===== src/rtl/simd_pkg.sv =====
// Shared types for the SIMD execute stage: ALU op codes, branch selects, FSM states.
package simd_pkg;

    typedef enum logic [2:0] {
        OP_ADD  = 3'b000,
        OP_SUB  = 3'b001,
        OP_AND  = 3'b010,
        OP_OR   = 3'b011,
        OP_XOR  = 3'b100,
        OP_SLL  = 3'b101,
        OP_SRL  = 3'b110,
        OP_PASS = 3'b111
    } alu_op_e;

    localparam logic [2:0] BR_NE = 3'b100;
    localparam logic [2:0] BR_EQ = 3'b010;
    localparam logic [2:0] BR_LT = 3'b001;

    typedef enum logic [1:0] {
        ST_IDLE,
        ST_RUN,
        ST_DONE
    } state_e;

    // nz = {Z, N}
    function automatic logic branch_taken(input logic [2:0] sel, input logic [1:0] nz);
        case (sel)
            BR_NE:   return ~nz[1];
            BR_EQ:   return nz[1];
            BR_LT:   return nz[0];
            default: return 1'b0;
        endcase
    endfunction

endpackage


===== src/rtl/simd_lane_alu.sv =====
// Single-element combinational ALU; wrap-around arithmetic, shift amount from low bits of b.
module simd_lane_alu
    import simd_pkg::*;
#(
    parameter int REG_SIZE = 8
) (
    input  alu_op_e             op,
    input  logic [REG_SIZE-1:0] a,
    input  logic [REG_SIZE-1:0] b,
    output logic [REG_SIZE-1:0] result,
    output logic                neg,
    output logic                zero
);

    localparam int SH_W = (REG_SIZE > 1) ? $clog2(REG_SIZE) : 1;

    logic [SH_W-1:0] shamt;
    assign shamt = b[SH_W-1:0];

    always_comb begin
        result = a;
        case (op)
            OP_ADD:  result = a + b;
            OP_SUB:  result = a - b;
            OP_AND:  result = a & b;
            OP_OR:   result = a | b;
            OP_XOR:  result = a ^ b;
            OP_SLL:  result = a << shamt;
            OP_SRL:  result = a >> shamt;
            default: result = a;
        endcase
    end

    assign neg  = result[REG_SIZE-1];
    assign zero = (result == '0);

endmodule


===== src/rtl/simd_execute_pipe.sv =====
// SIMD execute stage: element-wise ALU over a vector, LANES elements per cycle,
// with write mask, N/Z accumulation, branch evaluation and valid/ready handshakes.
module simd_execute_pipe
    import simd_pkg::*;
#(
    parameter int REG_SIZE = 8,
    parameter int VEC_SIZE = 16,
    parameter int LANES    = 4
) (
    input  logic                               clk,
    input  logic                               reset,
    input  logic                               in_valid,
    output logic                               in_ready,
    input  logic [2:0]                         execute_op,
    input  logic                               overwrite_flags,
    input  logic [2:0]                         pc_wr_en,
    input  logic [VEC_SIZE-1:0]                lane_mask,
    input  logic [VEC_SIZE-1:0][REG_SIZE-1:0]  vect1,
    input  logic [VEC_SIZE-1:0][REG_SIZE-1:0]  vect2,
    output logic [VEC_SIZE-1:0][REG_SIZE-1:0]  vect_out,
    output logic                               out_valid,
    input  logic                               out_ready,
    output logic                               pc_wr_en_out,
    output logic [1:0]                         nz_flags
);

    localparam int CHUNKS = VEC_SIZE / LANES;
    localparam int CNT_W  = (CHUNKS > 1) ? $clog2(CHUNKS) : 1;
    localparam int IDX_W  = (VEC_SIZE > 1) ? $clog2(VEC_SIZE) : 1;

    if (VEC_SIZE % LANES != 0) begin : g_bad_cfg
        $error("simd_execute_pipe: VEC_SIZE must be a multiple of LANES");
    end

    state_e                              state_q, state_d;
    alu_op_e                             op_q, op_d;
    logic                                ovw_q, ovw_d;
    logic [VEC_SIZE-1:0]                 mask_q, mask_d;
    logic [VEC_SIZE-1:0][REG_SIZE-1:0]   v1_q, v1_d, v2_q, v2_d;
    logic [CNT_W-1:0]                    cnt_q, cnt_d;
    logic                                acc_n_q, acc_n_d, acc_z_q, acc_z_d;
    logic                                br_q, br_d;
    logic [VEC_SIZE-1:0][REG_SIZE-1:0]   vect_out_q, vect_out_d;
    logic                                out_valid_q, out_valid_d;
    logic                                pc_out_q, pc_out_d;
    logic [1:0]                          flags_q, flags_d;

    logic [IDX_W-1:0]                    lane_idx [LANES];
    logic [LANES-1:0][REG_SIZE-1:0]      lane_a, lane_b, lane_res;
    logic [LANES-1:0]                    lane_neg, lane_zero;

    // Each lane reads element k*LANES + l of the latched operands.
    for (genvar l = 0; l < LANES; l++) begin : g_lane
        assign lane_idx[l] = IDX_W'(cnt_q) * IDX_W'(LANES) + IDX_W'(l);
        assign lane_a[l]   = v1_q[lane_idx[l]];
        assign lane_b[l]   = v2_q[lane_idx[l]];

        simd_lane_alu #(.REG_SIZE(REG_SIZE)) u_alu (
            .op     (op_q),
            .a      (lane_a[l]),
            .b      (lane_b[l]),
            .result (lane_res[l]),
            .neg    (lane_neg[l]),
            .zero   (lane_zero[l])
        );
    end

    always_comb begin
        state_d     = state_q;
        op_d        = op_q;
        ovw_d       = ovw_q;
        mask_d      = mask_q;
        v1_d        = v1_q;
        v2_d        = v2_q;
        cnt_d       = cnt_q;
        acc_n_d     = acc_n_q;
        acc_z_d     = acc_z_q;
        br_d        = br_q;
        vect_out_d  = vect_out_q;
        out_valid_d = out_valid_q;
        pc_out_d    = pc_out_q;
        flags_d     = flags_q;

        case (state_q)
            ST_IDLE: begin
                if (in_valid) begin
                    state_d = ST_RUN;
                    op_d    = alu_op_e'(execute_op);
                    ovw_d   = overwrite_flags;
                    mask_d  = lane_mask;
                    v1_d    = vect1;
                    v2_d    = vect2;
                    cnt_d   = '0;
                    acc_n_d = 1'b0;
                    acc_z_d = 1'b1;
                    // Uses the flags left by the previous operation.
                    br_d    = branch_taken(pc_wr_en, flags_q);
                end
            end
            ST_RUN: begin
                for (int l = 0; l < LANES; l++) begin
                    if (mask_q[lane_idx[l]]) begin
                        vect_out_d[lane_idx[l]] = lane_res[l];
                        acc_n_d = acc_n_d | lane_neg[l];
                        acc_z_d = acc_z_d & lane_zero[l];
                    end else begin
                        vect_out_d[lane_idx[l]] = v1_q[lane_idx[l]];
                    end
                end
                if (cnt_q == CNT_W'(CHUNKS - 1)) begin
                    state_d     = ST_DONE;
                    out_valid_d = 1'b1;
                    pc_out_d    = br_q;
                    if (ovw_q) flags_d = {acc_z_d, acc_n_d};
                end else begin
                    cnt_d = cnt_q + 1'b1;
                end
            end
            ST_DONE: begin
                if (out_ready) begin
                    state_d     = ST_IDLE;
                    out_valid_d = 1'b0;
                    pc_out_d    = 1'b0;
                end
            end
            default: state_d = ST_IDLE;
        endcase
    end

    always_ff @(posedge clk) begin
        if (!reset) begin
            state_q     <= ST_IDLE;
            op_q        <= OP_ADD;
            ovw_q       <= 1'b0;
            mask_q      <= '0;
            v1_q        <= '0;
            v2_q        <= '0;
            cnt_q       <= '0;
            acc_n_q     <= 1'b0;
            acc_z_q     <= 1'b1;
            br_q        <= 1'b0;
            vect_out_q  <= '0;
            out_valid_q <= 1'b0;
            pc_out_q    <= 1'b0;
            flags_q     <= 2'b00;
        end else begin
            state_q     <= state_d;
            op_q        <= op_d;
            ovw_q       <= ovw_d;
            mask_q      <= mask_d;
            v1_q        <= v1_d;
            v2_q        <= v2_d;
            cnt_q       <= cnt_d;
            acc_n_q     <= acc_n_d;
            acc_z_q     <= acc_z_d;
            br_q        <= br_d;
            vect_out_q  <= vect_out_d;
            out_valid_q <= out_valid_d;
            pc_out_q    <= pc_out_d;
            flags_q     <= flags_d;
        end
    end

    assign in_ready     = (state_q == ST_IDLE);
    assign vect_out     = vect_out_q;
    assign out_valid    = out_valid_q;
    assign pc_wr_en_out = pc_out_q;
    assign nz_flags     = flags_q;

endmodule


===== config.mk =====
export PLATFORM = sky130hd
export DESIGN_NAME = simd_execute_pipe
export DESIGN_NICKNAME = d
export VERILOG_FILES = /design/src/rtl/simd_pkg.sv /design/src/rtl/simd_lane_alu.sv /design/src/rtl/simd_execute_pipe.sv
export SDC_FILE = /design/constraint.sdc
export NUM_CORES = 1
export LEC_CHECK = 0
export ABC_AREA = 1
export CAP_MARGIN = 5
export CELL_PAD_IN_SITES_DETAIL_PLACEMENT = 1
export CELL_PAD_IN_SITES_GLOBAL_PLACEMENT = 1
export CORE_MARGIN = 2
export CORE_UTILIZATION = 41
export DETAILED_ROUTE_END_ITERATION = 8
export MAX_ROUTING_LAYER = met4
export PLACE_DENSITY = 0.9
export SETUP_SLACK_MARGIN = 0.1
export SLEW_MARGIN = 0
export SYNTH_ARGS = -nofsm -noshare
export SYNTH_HDL_FRONTEND = slang
export SYNTH_SLANG_ARGS = --single-unit

===== constraint.sdc =====
create_clock -name clk -period 9.8 [get_ports clk]
set_input_delay 1.96 -clock clk [delete_from_list [all_inputs] [get_ports clk]]
set_output_delay 1.96 -clock clk [all_outputs]
set_load 0.05 [all_outputs]

==> qor.csv, run 1 <==
stage;metric;value;unit
clock_tree;clkSlewWorstSetupHoldPaths;0.06;ns
yosys;syn_area_per_cell;6.620;µm²
timing;holdWs;0.4558;ns
timing;rsz0062_at_grt;no;
worst_setup_path;crit_chain;inv_4 -> nand2_1 -> nand3_1 -> nand2_1 -> ha_1 -> inv_1 -> nor3_1 -> or2_2 -> xor2_1 -> ha_1 -> a21oi_1 -> o211ai_1 -> or2_2 -> nand3_1 -> nand3b_1 -> nand2_1 -> nand2_1 -> inv_1 -> nand2_1 -> nand2_1 -> nand3_1 -> o21bai_1 -> nand2_1 -> nand2_1;
hold_path;hp-class;register to register;
power_and_ir_drop;swShare;39.89;%
route;num_vias;25690;
worst_setup_path;required;10.33;ns
worst_setup_path;start_kind;register;
timing;period_needed;5.320;ns
power_and_ir_drop;power_density;198.8;nW/µm²
flow_run;drv_cap;0;
place;pre_cts_ws;4.649;ns
worst_setup_path;arrival;5.85;ns
timing;finalCritPeriodShare;54.28;%
clock_tree;numCtsBuffers;46;
global_route;grt_max_degree;251;
yosys;synth-edff-count;0;
timing;max_freq;188.0;MHz
cells_and_area;nets;4219;
power_and_ir_drop;intPower;3.504;mW
route;wire_per_inst;21.10;µm
floorplan;die_y;243.6;µm
clock_tree;cts.sinks;415;
global_route;grt_usage;32.99;%
clock_tree;htree_levels;2;
clock_tree;cts_hold_buf;0;
worst_setup_path;critPathMaxStageDelay;0.87;ns
cells_and_area;syn_to_final_growth;24.59;%
floorplan;die_x;243.6;µm
cells_and_area;final_cell_mix;793 x nand2_1, 442 x nor2_1, 414 x o21ai_0, 414 x clkdlybuf4s50_1, 413 x dfxtp_1;
outcome;status;completed;
route;wirelength;97460;µm
clock_tree;postCtsSetupBuffers;0;
floorplan;rows;87;
place;portBuffers;415;
power_and_ir_drop;p_leak;13.37;nW
worst_setup_path;worstReg2RegStart;cnt_q[0];
floorplan;core_area;56600;µm²
route;drc;0;
clock_tree;insertion_delay;0.61;ns
floorplan;die_area;59350;µm²
yosys;syn_area;23540;µm²
timing;worst_pin_slew;1.263;ns
yosys;synth_ff_type;dfxtp_1;
worst_setup_path;cp_max_fo;72;
hold_path;hold_path.startpoint;v1_q[30];
power_and_ir_drop;combinationalPowerShare;37.8;%
place;place_congestion;0.9527;
global_route;antenna_found_initial;4;
route;viasPerCell;5.560;
worst_setup_path;worst_path_most_repeated_cell;nand2_1;
global_route;grt_pass1_vias;26300;
yosys;ys_seq_area_share;35.29;%
place;hpwlAfterDp;68990;µm
cells_and_area;drive_gt1_share;4.534;%
power_and_ir_drop;pwr-share-seq;32.5;%
route;drtIter0Drc;1782;
clock_tree;cts_root_buf;clkbuf_16;
worst_setup_path;critPathKind;register to register;
timing;hold_viol_final;0;
worst_setup_path;end_kind;register;
global_route;overflow;0;
yosys;synth_cell_type_count;50;
yosys;syn_nets;3947;
yosys;yosys_warnings;0;
clock_tree;cts_tree;done;
timing;maxSlewHeadroom;15.73;%
power_and_ir_drop;total_power;5.830;mW
yosys;async_flop_share;0;%
global_route;grt_pass1_wl;149600;µm
yosys;ys_ff_latch;415;
floorplan;io-pin-count;416;
timing;post-route-worst-setup-slack;4.480;ns
timing;tns;0;ns
yosys;syn_inst;3556;
clock_tree;ctsResizeCount;0;
timing;setup_viol;0;
route;ant_nets;0;
power_and_ir_drop;clockPowerShare;29.7;%
route;first_pass_iters;5;
worst_setup_path;cp_slowest_cell;dfxtp_4;
cells_and_area;layout.cells.most_common;nand2_1;
power_and_ir_drop;vdd_drop_max;142.0;µV
timing;final_max_slew_viol_count;0;
clock_tree;clock_path_buffers;3;
floorplan;initial_core_util;41.59;%
worst_setup_path;startpoint;cnt_q[0];
timing;fin_worst_skew;0.02676;ns
power_and_ir_drop;switchingPower;2.326;mW
-- layer usage --
layer	vias to the layer above	global-route usage [%]	part of all wire, %
li1	12060	-	-
met1	12520	38.91	41
met2	852	55.89	49
met3	256	4.329	5.4
met4	0	15.14	4.8
met5	-	-	0
-- logic make-up (layout without fill, tap and decap cells) --
group | count (synthesis) | count (layout) | synth area share (%)
other | 0 | 4 | 0
AO/OA/AOI/OAI | 795 | 795 | 18.63
buffers and inverters | 553 | 857 | 9.944
flip-flops | 415 | 415 | 35.29
AND/OR/NAND/NOR | 1659 | 1659 | 29.26
XOR/XNOR | 26 | 26 | 0.9992
adder cells (fa/ha/maj) | 108 | 108 | 5.868
-- sequential cells by signal, indices dropped and copies added, names as in the netlist, 2 cells and up --
name / flops
nz_flags: 2
v1_q: 128
cnt_q: 2
mask_q: 16
v2_q: 128
state_q: 2
vect_out: 128
op_q: 3
-- metrics by stage --
stage	cells	cell area (µm²)	utilization, %
2_1_floorplan	3556	23540	-
3_3_place_gp	4536	27830	49.17
3_5_place_dp	4536	27830	49.17
4_1_cts	4616	29320	51.80
5_1_grt	4620	29330	51.81
6_report	4620	29330	51.81
-- worst paths after layout --
kind,endpoint,slack [ns],cells past startpoint
worst max register to register,acc_z_q,4.48,24
worst min register to register,v1_q[30],0.46,2
worst max-delay path,acc_z_q,4.48,24
worst min-delay path,v1_q[30],0.46,2
-- Yosys cell counts, types with 9 or more instances --
cell type | number | area [µm²]
a21oi_1 | 216 | 1081
clkbuf_1 | 145 | 544.3
o211ai_1 | 15 | 112.6
o2111ai_1 | 9 | 78.83
inv_1 | 318 | 1194
o21ai_0 | 414 | 2072
or2_2 | 19 | 118.9
xor2_1 | 19 | 166.4
ha_1 | 104 | 1301
o21bai_1 | 93 | 698.2
dfxtp_1 | 415 | 8308
nand4_1 | 14 | 87.58
nand2_1 | 795 | 2984
buf_6 | 19 | 214.0
buf_4 | 19 | 142.6
inv_2 | 12 | 45.04
buf_2 | 30 | 150.1
nand2_2 | 25 | 156.4
nor3_1 | 12 | 60.06
nor2_1 | 443 | 1663
o21ai_1 | 19 | 95.09
nand3_1 | 330 | 1652
-- power by group through the flow --
stage / Sequential [mW] / Combinational (mW) / Clock, mW
2_1_floorplan: 1.99 / 1.37 / 0
3_3_place_gp: 1.92 / 2.09 / 0
3_5_place_dp: 1.92 / 2.14 / 0
4_1_cts: 1.89 / 2.17 / 1.75
5_1_grt: 1.90 / 2.42 / 1.82
6_report: 1.89 / 2.20 / 1.73
-- cell type report --
type,count,area (µm²)
multi-input combinational,2588,12910
antenna,4,10.01
clock buffer,69,1348
fill,7406,27270
inverter,333,1260
tap,756,945.9
timing repair buffer,444,4400
clock inverter,11,140.1
sequential,415,8315
-- critical path, delay by kind of cell, from the launching register on --
kind | cells | cell delay (ns)
fa+ha+maj | 2 | 0.58
xor+xnor | 1 | 0.15
simple gates | 15 | 2.44
flops | 1 | 0.87
buf+inv | 3 | 0.64
compound gates | 3 | 0.50
(Power assumes the default switching activity.)
==> inputs of run 2 (changes only) <==
--- a/config.mk
+++ b/config.mk
@@ -10,10 +10,10 @@
 export CELL_PAD_IN_SITES_DETAIL_PLACEMENT = 1
 export CELL_PAD_IN_SITES_GLOBAL_PLACEMENT = 1
 export CORE_MARGIN = 2
-export CORE_UTILIZATION = 41
+export CORE_UTILIZATION = 34
 export DETAILED_ROUTE_END_ITERATION = 8
 export MAX_ROUTING_LAYER = met4
-export PLACE_DENSITY = 0.9
+export PLACE_DENSITY = 0.8
 export SETUP_SLACK_MARGIN = 0.1
 export SLEW_MARGIN = 0
 export SYNTH_ARGS = -nofsm -noshare
==> constraint.sdc (replaced) <==
create_clock -name clk -period 4.5 [get_ports clk]
set_input_delay 0.9 -clock clk [delete_from_list [all_inputs] [get_ports clk]]
set_output_delay 0.9 -clock clk [all_outputs]
set_load 0.05 [all_outputs]
==> run 2 against run 1 <==
  * Final cell count grew 4.8%
  * Register-to-register slack got worse by 4.0 ns
  * Critical path depth fell by 3
  * Clock power is 130% higher
  * Sequential power rose by 120%
  * Sequential cell count unchanged
  * Power increased by 120%
  * Via count fell by 2.6%
  * Combinational power grew 120%
  * Clock skew grew 0.0050 ns
  * Sequential share of layout area down 0.66 points
==> qor.csv, run 2 (same netlist as run 1, synthesis figures left out) <==
stage;metric;value;unit;change
timing;rsz0062_at_grt;no;;unchanged
global_route;grt_pass1_vias;25040;;was 26300
cells_and_area;syn_to_final_growth;27.55;%;was 24.59%
clock_tree;clkSlewWorstSetupHoldPaths;0.07;ns;was 0.06 ns
clock_tree;clock_path_buffers;3;;unchanged
route;ant_nets;0;;unchanged
timing;fin_worst_skew;0.03177;ns;was 0.02676 ns
floorplan;io-pin-count;416;;unchanged
outcome;status;completed;;unchanged
place;portBuffers;415;;unchanged
floorplan;die_y;267.1;µm;was 243.6 µm
timing;max_freq;249.6;MHz;was 188.0 MHz
flow_run;drv_cap;0;;unchanged
worst_setup_path;rr_endpoint;vect_out[31];;was acc_z_q
worst_setup_path;startpoint;cnt_q[0];;unchanged
cells_and_area;drive_gt1_share;5.756;%;was 4.534%
cells_and_area;layout.cells.most_common;nand2_1;;unchanged
clock_tree;htree_levels;2;;unchanged
timing;final_max_slew_viol_count;0;;unchanged
worst_setup_path;end_kind;register;;unchanged
timing;hold_viol_final;0;;unchanged
route;first_pass_iters;5;;unchanged
global_route;grt_usage;27.45;%;was 32.99%
route;drc;0;;unchanged
timing;tns;0;ns;unchanged
cells_and_area;nets;4266;;was 4219
cells_and_area;final_cell_mix;793 x nand2_1, 442 x nor2_1, 414 x o21ai_0, 414 x clkdlybuf4s50_1, 413 x dfxtp_1;;unchanged
timing;period_needed;4.006;ns;was 5.320 ns
power_and_ir_drop;vdd_drop_max;227.3;µV;was 142.0 µV
hold_path;hp-class;register to register;;unchanged
worst_setup_path;cp_slowest_cell;dfxtp_4;;unchanged
place;hpwlAfterDp;72680;µm;was 68990 µm
timing;maxSlewHeadroom;27.33;%;was 15.73%
worst_setup_path;arrival;4.54;ns;was 5.85 ns
route;num_vias;25020;;was 25690
route;viasPerCell;5.165;;was 5.560
worst_setup_path;endpoint;vect_out[31];;was acc_z_q
route;drtIter0Drc;1660;;was 1782
worst_setup_path;cp_max_fo;72;;unchanged
floorplan;core_area;68590;µm²;was 56600 µm²
power_and_ir_drop;p_leak;13.65;nW;was 13.37 nW
timing;finalCritPeriodShare;89.02;%;was 54.28%
global_route;overflow;0;;unchanged
timing;holdWs;0.4490;ns;was 0.4558 ns
cells_and_area;nFillCells;8747;;was 7406
worst_setup_path;cp_num_buf_inv;4;;was 3
place;place_congestion;0.9690;;was 0.9527
clock_tree;cts_tree;done;;unchanged
clock_tree;cts_root_buf;clkbuf_16;;unchanged
worst_setup_path;cp_num_cells;21;;was 24
power_and_ir_drop;power_density;430.7;nW/µm²;was 198.8 nW/µm²
worst_setup_path;critical-path-top-delay-family;simple AND/OR/NAND/NOR gates;;unchanged
clock_tree;cts.sinks;415;;unchanged
worst_setup_path;critPathMaxStageDelay;0.50;ns;was 0.87 ns
route;wirelength;97470;µm;was 97460 µm
route;wire_per_inst;20.12;µm;was 21.10 µm
worst_setup_path;rr_worst_depth;21;;was 24
floorplan;rows;96;;was 87
worst_setup_path;critPathKind;register to register;;unchanged
worst_setup_path;start_kind;register;;unchanged
worst_setup_path;r2r_slack;0.49;ns;was 4.48 ns
timing;setup_viol;0;;unchanged
floorplan;initial_core_util;34.32;%;was 41.59%
cells_and_area;multi_input_area;12900;µm²;was 12910 µm²
worst_setup_path;crit_chain;buf_12 -> nand2_1 -> nand3_2 -> nand2_4 -> ha_1 -> inv_1 -> nor3_1 -> or2_2 -> xor2_1 -> ha_1 -> a21oi_1 -> o21ai_0 -> a31oi_1 -> inv_1 -> nand3_1 -> nand3_1 -> nand2_1 -> nand2_1 -> o21ai_1 -> o21bai_1 -> inv_1;;was inv_4 -> nand2_1 -> nand3_1 -> nand2_1 -> ha_1 -> inv_1 -> nor3_1 -> or2_2 -> xor2_1 -> ha_1 -> a21oi_1 -> o211ai_1 -> or2_2 -> nand3_1 -> nand3b_1 -> nand2_1 -> nand2_1 -> inv_1 -> nand2_1 -> nand2_1 -> nand3_1 -> o21bai_1 -> nand2_1 -> nand2_1
clock_tree;numCtsBuffers;46;;unchanged
clock_tree;insertion_delay;0.60;ns;was 0.61 ns
worst_setup_path;worstReg2RegStart;cnt_q[0];;unchanged
cells_and_area;regArea;8315;µm²;unchanged
global_route;grt_max_degree;171;;was 251
global_route;grt_pass1_wl;147800;µm;was 149600 µm
floorplan;die_area;71360;µm²;was 59350 µm²
timing;worst_pin_slew;1.089;ns;was 1.263 ns
worst_setup_path;required;5.04;ns;was 10.33 ns
global_route;antenna_found_initial;4;;unchanged
floorplan;die_x;267.1;µm;was 243.6 µm
## run 2: cell types whose count changed in the layout (fill, tap and decap cells not counted), moves of 2 or more
cell,delta
buf_12,+6
bufinv_16,+3
clkbuf_8,-2
inv_6,+2
clkinv_2,+2
buf_4,+40
## run 2: what timing repair did
| action | CTS | global route |
|---|---|---|
| setup buffers | 0 | 0 |
| endpoints found under the setup margin | 0 | 2 |
| hold buffers | 0 | 0 |
| resized for setup | 0 | 3 |
## run 2: routing by layer
layer | up-vias | GRT usage (%) | share of wire, %
met1 | 12100 | 34.01 | 44
met3 | 159 | 2.924 | 3.9
met4 | 0 | 9.308 | 3.5
met5 | - | - | 0
li1 | 12180 | - | -
met2 | 590 | 46.47 | 49
## run 2: power breakdown
| group | total (mW) | internal (mW) | switching (mW) |
|---|---|---|---|
| sequential | 4.11 | 3.95 | 0.156 |
| combinational | 4.93 | 1.64 | 3.28 |
| clock | 3.90 | 2.28 | 1.61 |
| total | 12.9 | 7.88 | 5.06 |
## run 2: worst min path at each step
stage	startpoint	to	depth (start not counted)
after global routing	v1_q[98]	v1_q[98]	2
after global placement	v1_q[24]	v1_q[24]	2
after detailed placement	v1_q[24]	v1_q[24]	2
after floorplan	v1_q[19]	v1_q[19]	2
final	v1_q[24]	v1_q[24]	2
after CTS	v1_q[24]	v1_q[24]	2
## run 2: worst register-to-register path, delay by kind of cell, from the launching register on
kind            cells  cell delay [ns]
compound gates      5             1.05
simple gates        9             1.13
buf+inv             4             0.56
flops               1             0.50
fa+ha+maj           2             0.57
xor+xnor            1             0.14
## run 2: through the flow
stage | instances | utilization, % | power, mW | instance area (µm²) | setup WS, ns
6_report | 4844 | 43.78 | 12.93 | 30030 | 0.4940
4_1_cts | 4840 | 43.75 | 12.94 | 30010 | 0.4859
3_3_place_gp | 4758 | 41.52 | 8.964 | 28470 | 0.5051
5_1_grt | 4844 | 43.78 | 13.67 | 30030 | 0.1152
2_1_floorplan | 3556 | - | 7.312 | 23540 | 0.9662
3_5_place_dp | 4758 | 41.52 | 9.043 | 28470 | 0.5308
## run 2: final cells by class
cell class / count / area share, %
Multi-Input combinational cell: 2588 / 42.98
Sequential cell: 415 / 27.69
Timing Repair Buffer: 491 / 16.10
Clock buffer: 67 / 4.430
Inverter: 333 / 4.213
Tap cell: 931 / 3.879
Clock inverter: 15 / 0.6751
Antenna cell: 4 / 0.03334
==> inputs of run 3 (changes only) <==
--- a/config.mk
+++ b/config.mk
@@ -6,16 +6,16 @@
 export NUM_CORES = 1
 export LEC_CHECK = 0
 export ABC_AREA = 1
+export ABC_CLOCK_PERIOD_IN_PS = 4500
 export CAP_MARGIN = 5
 export CELL_PAD_IN_SITES_DETAIL_PLACEMENT = 1
 export CELL_PAD_IN_SITES_GLOBAL_PLACEMENT = 1
-export CORE_MARGIN = 2
 export CORE_UTILIZATION = 34
 export DETAILED_ROUTE_END_ITERATION = 8
 export MAX_ROUTING_LAYER = met4
 export PLACE_DENSITY = 0.8
 export SETUP_SLACK_MARGIN = 0.1
-export SLEW_MARGIN = 0
+export SLEW_MARGIN = 20
 export SYNTH_ARGS = -nofsm -noshare
 export SYNTH_HDL_FRONTEND = slang
 export SYNTH_SLANG_ARGS = --single-unit
==> run 3 against run 2 <==
  * First-iteration DRC count up 3.9%
  * Combinational power about the same
  * Clock-buffer cell count down 4
  * Critical path depth up 7
  * Highest routed layer unchanged
==> qor.csv, run 3 (same netlist as run 1, synthesis figures left out) <==
stage;metric;value;unit;change
outcome;status;completed;;unchanged
route;drc;0;;unchanged
route;ant_nets;0;;unchanged
clock_tree;clkSlewWorstSetupHoldPaths;0.07;ns;about the same
flow_run;drv_cap;0;;unchanged
timing;final_max_slew_viol_count;0;;unchanged
timing;worst_pin_slew;1.050;ns;was 1.089 ns
timing;hold_viol_final;0;;unchanged
clock_tree;cts.sinks;415;;unchanged
route;route.met3.wl;3990;µm;was 3848 µm
route;first_pass_iters;5;;unchanged
floorplan;rows;96;;unchanged
worst_setup_path;critPathMaxStageDelay;0.42;ns;was 0.50 ns
route;dr.max_layer_used;met4;;unchanged
power_and_ir_drop;p_leak;13.70;nW;was 13.65 nW
clock_tree;cts_root_buf;clkbuf_16;;unchanged
floorplan;io-pin-count;416;;unchanged
worst_setup_path;critPathKind;register to register;;unchanged
timing;max_freq;246.6;MHz;was 249.6 MHz
cells_and_area;syn_to_final_growth;27.86;%;was 27.55%
timing;tns;0;ns;unchanged
global_route;antenna_found_initial;2;;was 4
clock_tree;insertion_delay;0.60;ns;about the same
floorplan;die_y;265.1;µm;was 267.1 µm
worst_setup_path;end_kind;register;;unchanged
timing;setup_viol;0;;unchanged
worst_setup_path;required;5.02;ns;was 5.04 ns
worst_setup_path;cp_slowest_cell;dfxtp_4;;unchanged
power_and_ir_drop;power_density;436.5;nW/µm²;was 430.7 nW/µm²
route;dr_wl_met2;47120;µm;was 47460 µm
place;hpwlAfterDp;70740;µm;was 72680 µm
cells_and_area;drive_gt1_share;5.784;%;was 5.756%
place;portBuffers;415;;unchanged
clock_tree;numCtsBuffers;48;;was 46
cells_and_area;nets;4262;;was 4266
cells_and_area;layout.cells.most_common;nand2_1;;unchanged
clock_tree;htree_levels;2;;unchanged
power_and_ir_drop;vdd_drop_max;242.6;µV;was 227.3 µV
timing;rsz0062_at_grt;no;;unchanged
floorplan;initial_core_util;34.32;%;unchanged
timing;finalCritPeriodShare;90.12;%;was 89.02%
floorplan;die_area;70300;µm²;was 71360 µm²
route;wire_per_inst;19.98;µm;was 20.12 µm
worst_setup_path;arrival;4.58;ns;was 4.54 ns
global_route;overflow;0;;unchanged
worst_setup_path;worst_path_most_repeated_cell;nand2_1;;
global_route;grt_pass1_vias;25480;;was 25040
floorplan;die_x;265.1;µm;was 267.1 µm
global_route;grt_max_degree;196;;was 171
route;num_vias;25110;;was 25020
timing;fin_worst_skew;0.03097;ns;was 0.03177 ns
route;wirelength;96720;µm;was 97470 µm
timing;post-route-worst-setup-slack;0.4445;ns;was 0.4940 ns
worst_setup_path;cp_max_fo;51;;was 72
clock_tree;clock_path_buffers;3;;unchanged
global_route;grt_usage;27.70;%;was 27.45%
route;m1WireLength;41490;µm;was 42770 µm
hold_path;hp-class;register to register;;unchanged
floorplan;core_area;68590;µm²;unchanged
cells_and_area;nFillCells;8804;;was 8747
worst_setup_path;start_kind;register;;unchanged
place;pre_cts_ws;0.4653;ns;was 0.5308 ns
clock_tree;cts_tree;done;;unchanged
route;drtIter0Drc;1724;;was 1660
timing;period_needed;4.055;ns;was 4.006 ns
clock_tree;cts_hold_buf;0;;unchanged
cells_and_area;final_cell_mix;793 x nand2_1, 442 x nor2_1, 414 x o21ai_0, 414 x clkdlybuf4s50_1, 413 x dfxtp_1;;unchanged
power_and_ir_drop;total_power;13.14;mW;was 12.93 mW
global_route;grt_pass1_wl;148000;µm;was 147800 µm
route;viasPerCell;5.188;;was 5.165
timing;maxSlewHeadroom;29.93;%;was 27.33%
place;place_congestion;0.9220;;was 0.9690
run 3: cell count changes in the layout (fill, tap and decap cells not counted), sizes merged:
cell    before  now
diode        4    2
inv        332  334
clkbuf      67   64
buf         77   70
clkinv      10   13
bufinv       4    7
run 3: metrics by stage:
step                instances  instance area [µm²]  hold WS, ns  utilization, %
finish                   4840                30100       0.4551           43.89
floorplan                3556                23540       0.4244               -
global placement         4751                28420       0.4414           41.44
CTS                      4837                30070       0.4575           43.84
detailed placement       4751                28420       0.4472           41.44
global route             4840                30100       0.4640           43.89
run 3: power breakdown:
| group | switching (mW) | internal [mW] | total [mW] |
|---|---|---|---|
| combinational | 3.26 | 1.64 | 4.90 |
| clock | 1.65 | 2.48 | 4.14 |
| sequential | 0.148 | 3.95 | 4.10 |
| total | 5.06 | 8.08 | 13.1 |
run 3: worst paths after layout:
| check | from | endpoint | slack, ns | cells past startpoint |
|---|---|---|---|---|
| worst max-delay path | cnt_q[0] | nz_flags[1] | 0.44 | 28 |
| worst min-delay path | v1_q[40] | v1_q[40] | 0.46 | 2 |
| worst max register to register | cnt_q[0] | nz_flags[1] | 0.44 | 28 |
| worst min register to register | v1_q[40] | v1_q[40] | 0.46 | 2 |
run 3: area by class of cell:
type / count / area, µm² / share of cell area, %
Clock buffer: 63 / 1329 / 4.415
Multi-Input combinational cell: 2588 / 12900 / 42.87
Inverter: 333 / 1265 / 4.203
Sequential cell: 415 / 8315 / 27.63
Antenna cell: 2 / 5.005 / 0.01663
Timing Repair Buffer: 485 / 4802 / 15.95
Tap cell: 931 / 1165 / 3.870
Clock inverter: 23 / 314.1 / 1.043
run 3: worst max-delay path: cells and delay by family (launching register included):
kind	cells	cell delay [ns]
and+or+nand+nor	20	2.00
buffers and inverters	4	0.55
adders and majority gates	2	0.62
xor gates and xnor gates	2	0.34
DFF	1	0.42
run 3: what timing repair did:
action | in CTS | in global routing
buffers inserted | 0 | 1
resized for setup | 0 | 4
endpoints found under the setup margin | 0 | 2
run 3: routing by layer:
| layer | up-vias | global-route usage (%) |
|---|---|---|
| met4 | 0 | 11.30 |
| li1 | 12160 | - |
| met5 | - | - |
| met3 | 179 | 2.787 |
| met1 | 12130 | 33.68 |
| met2 | 643 | 46.88 |
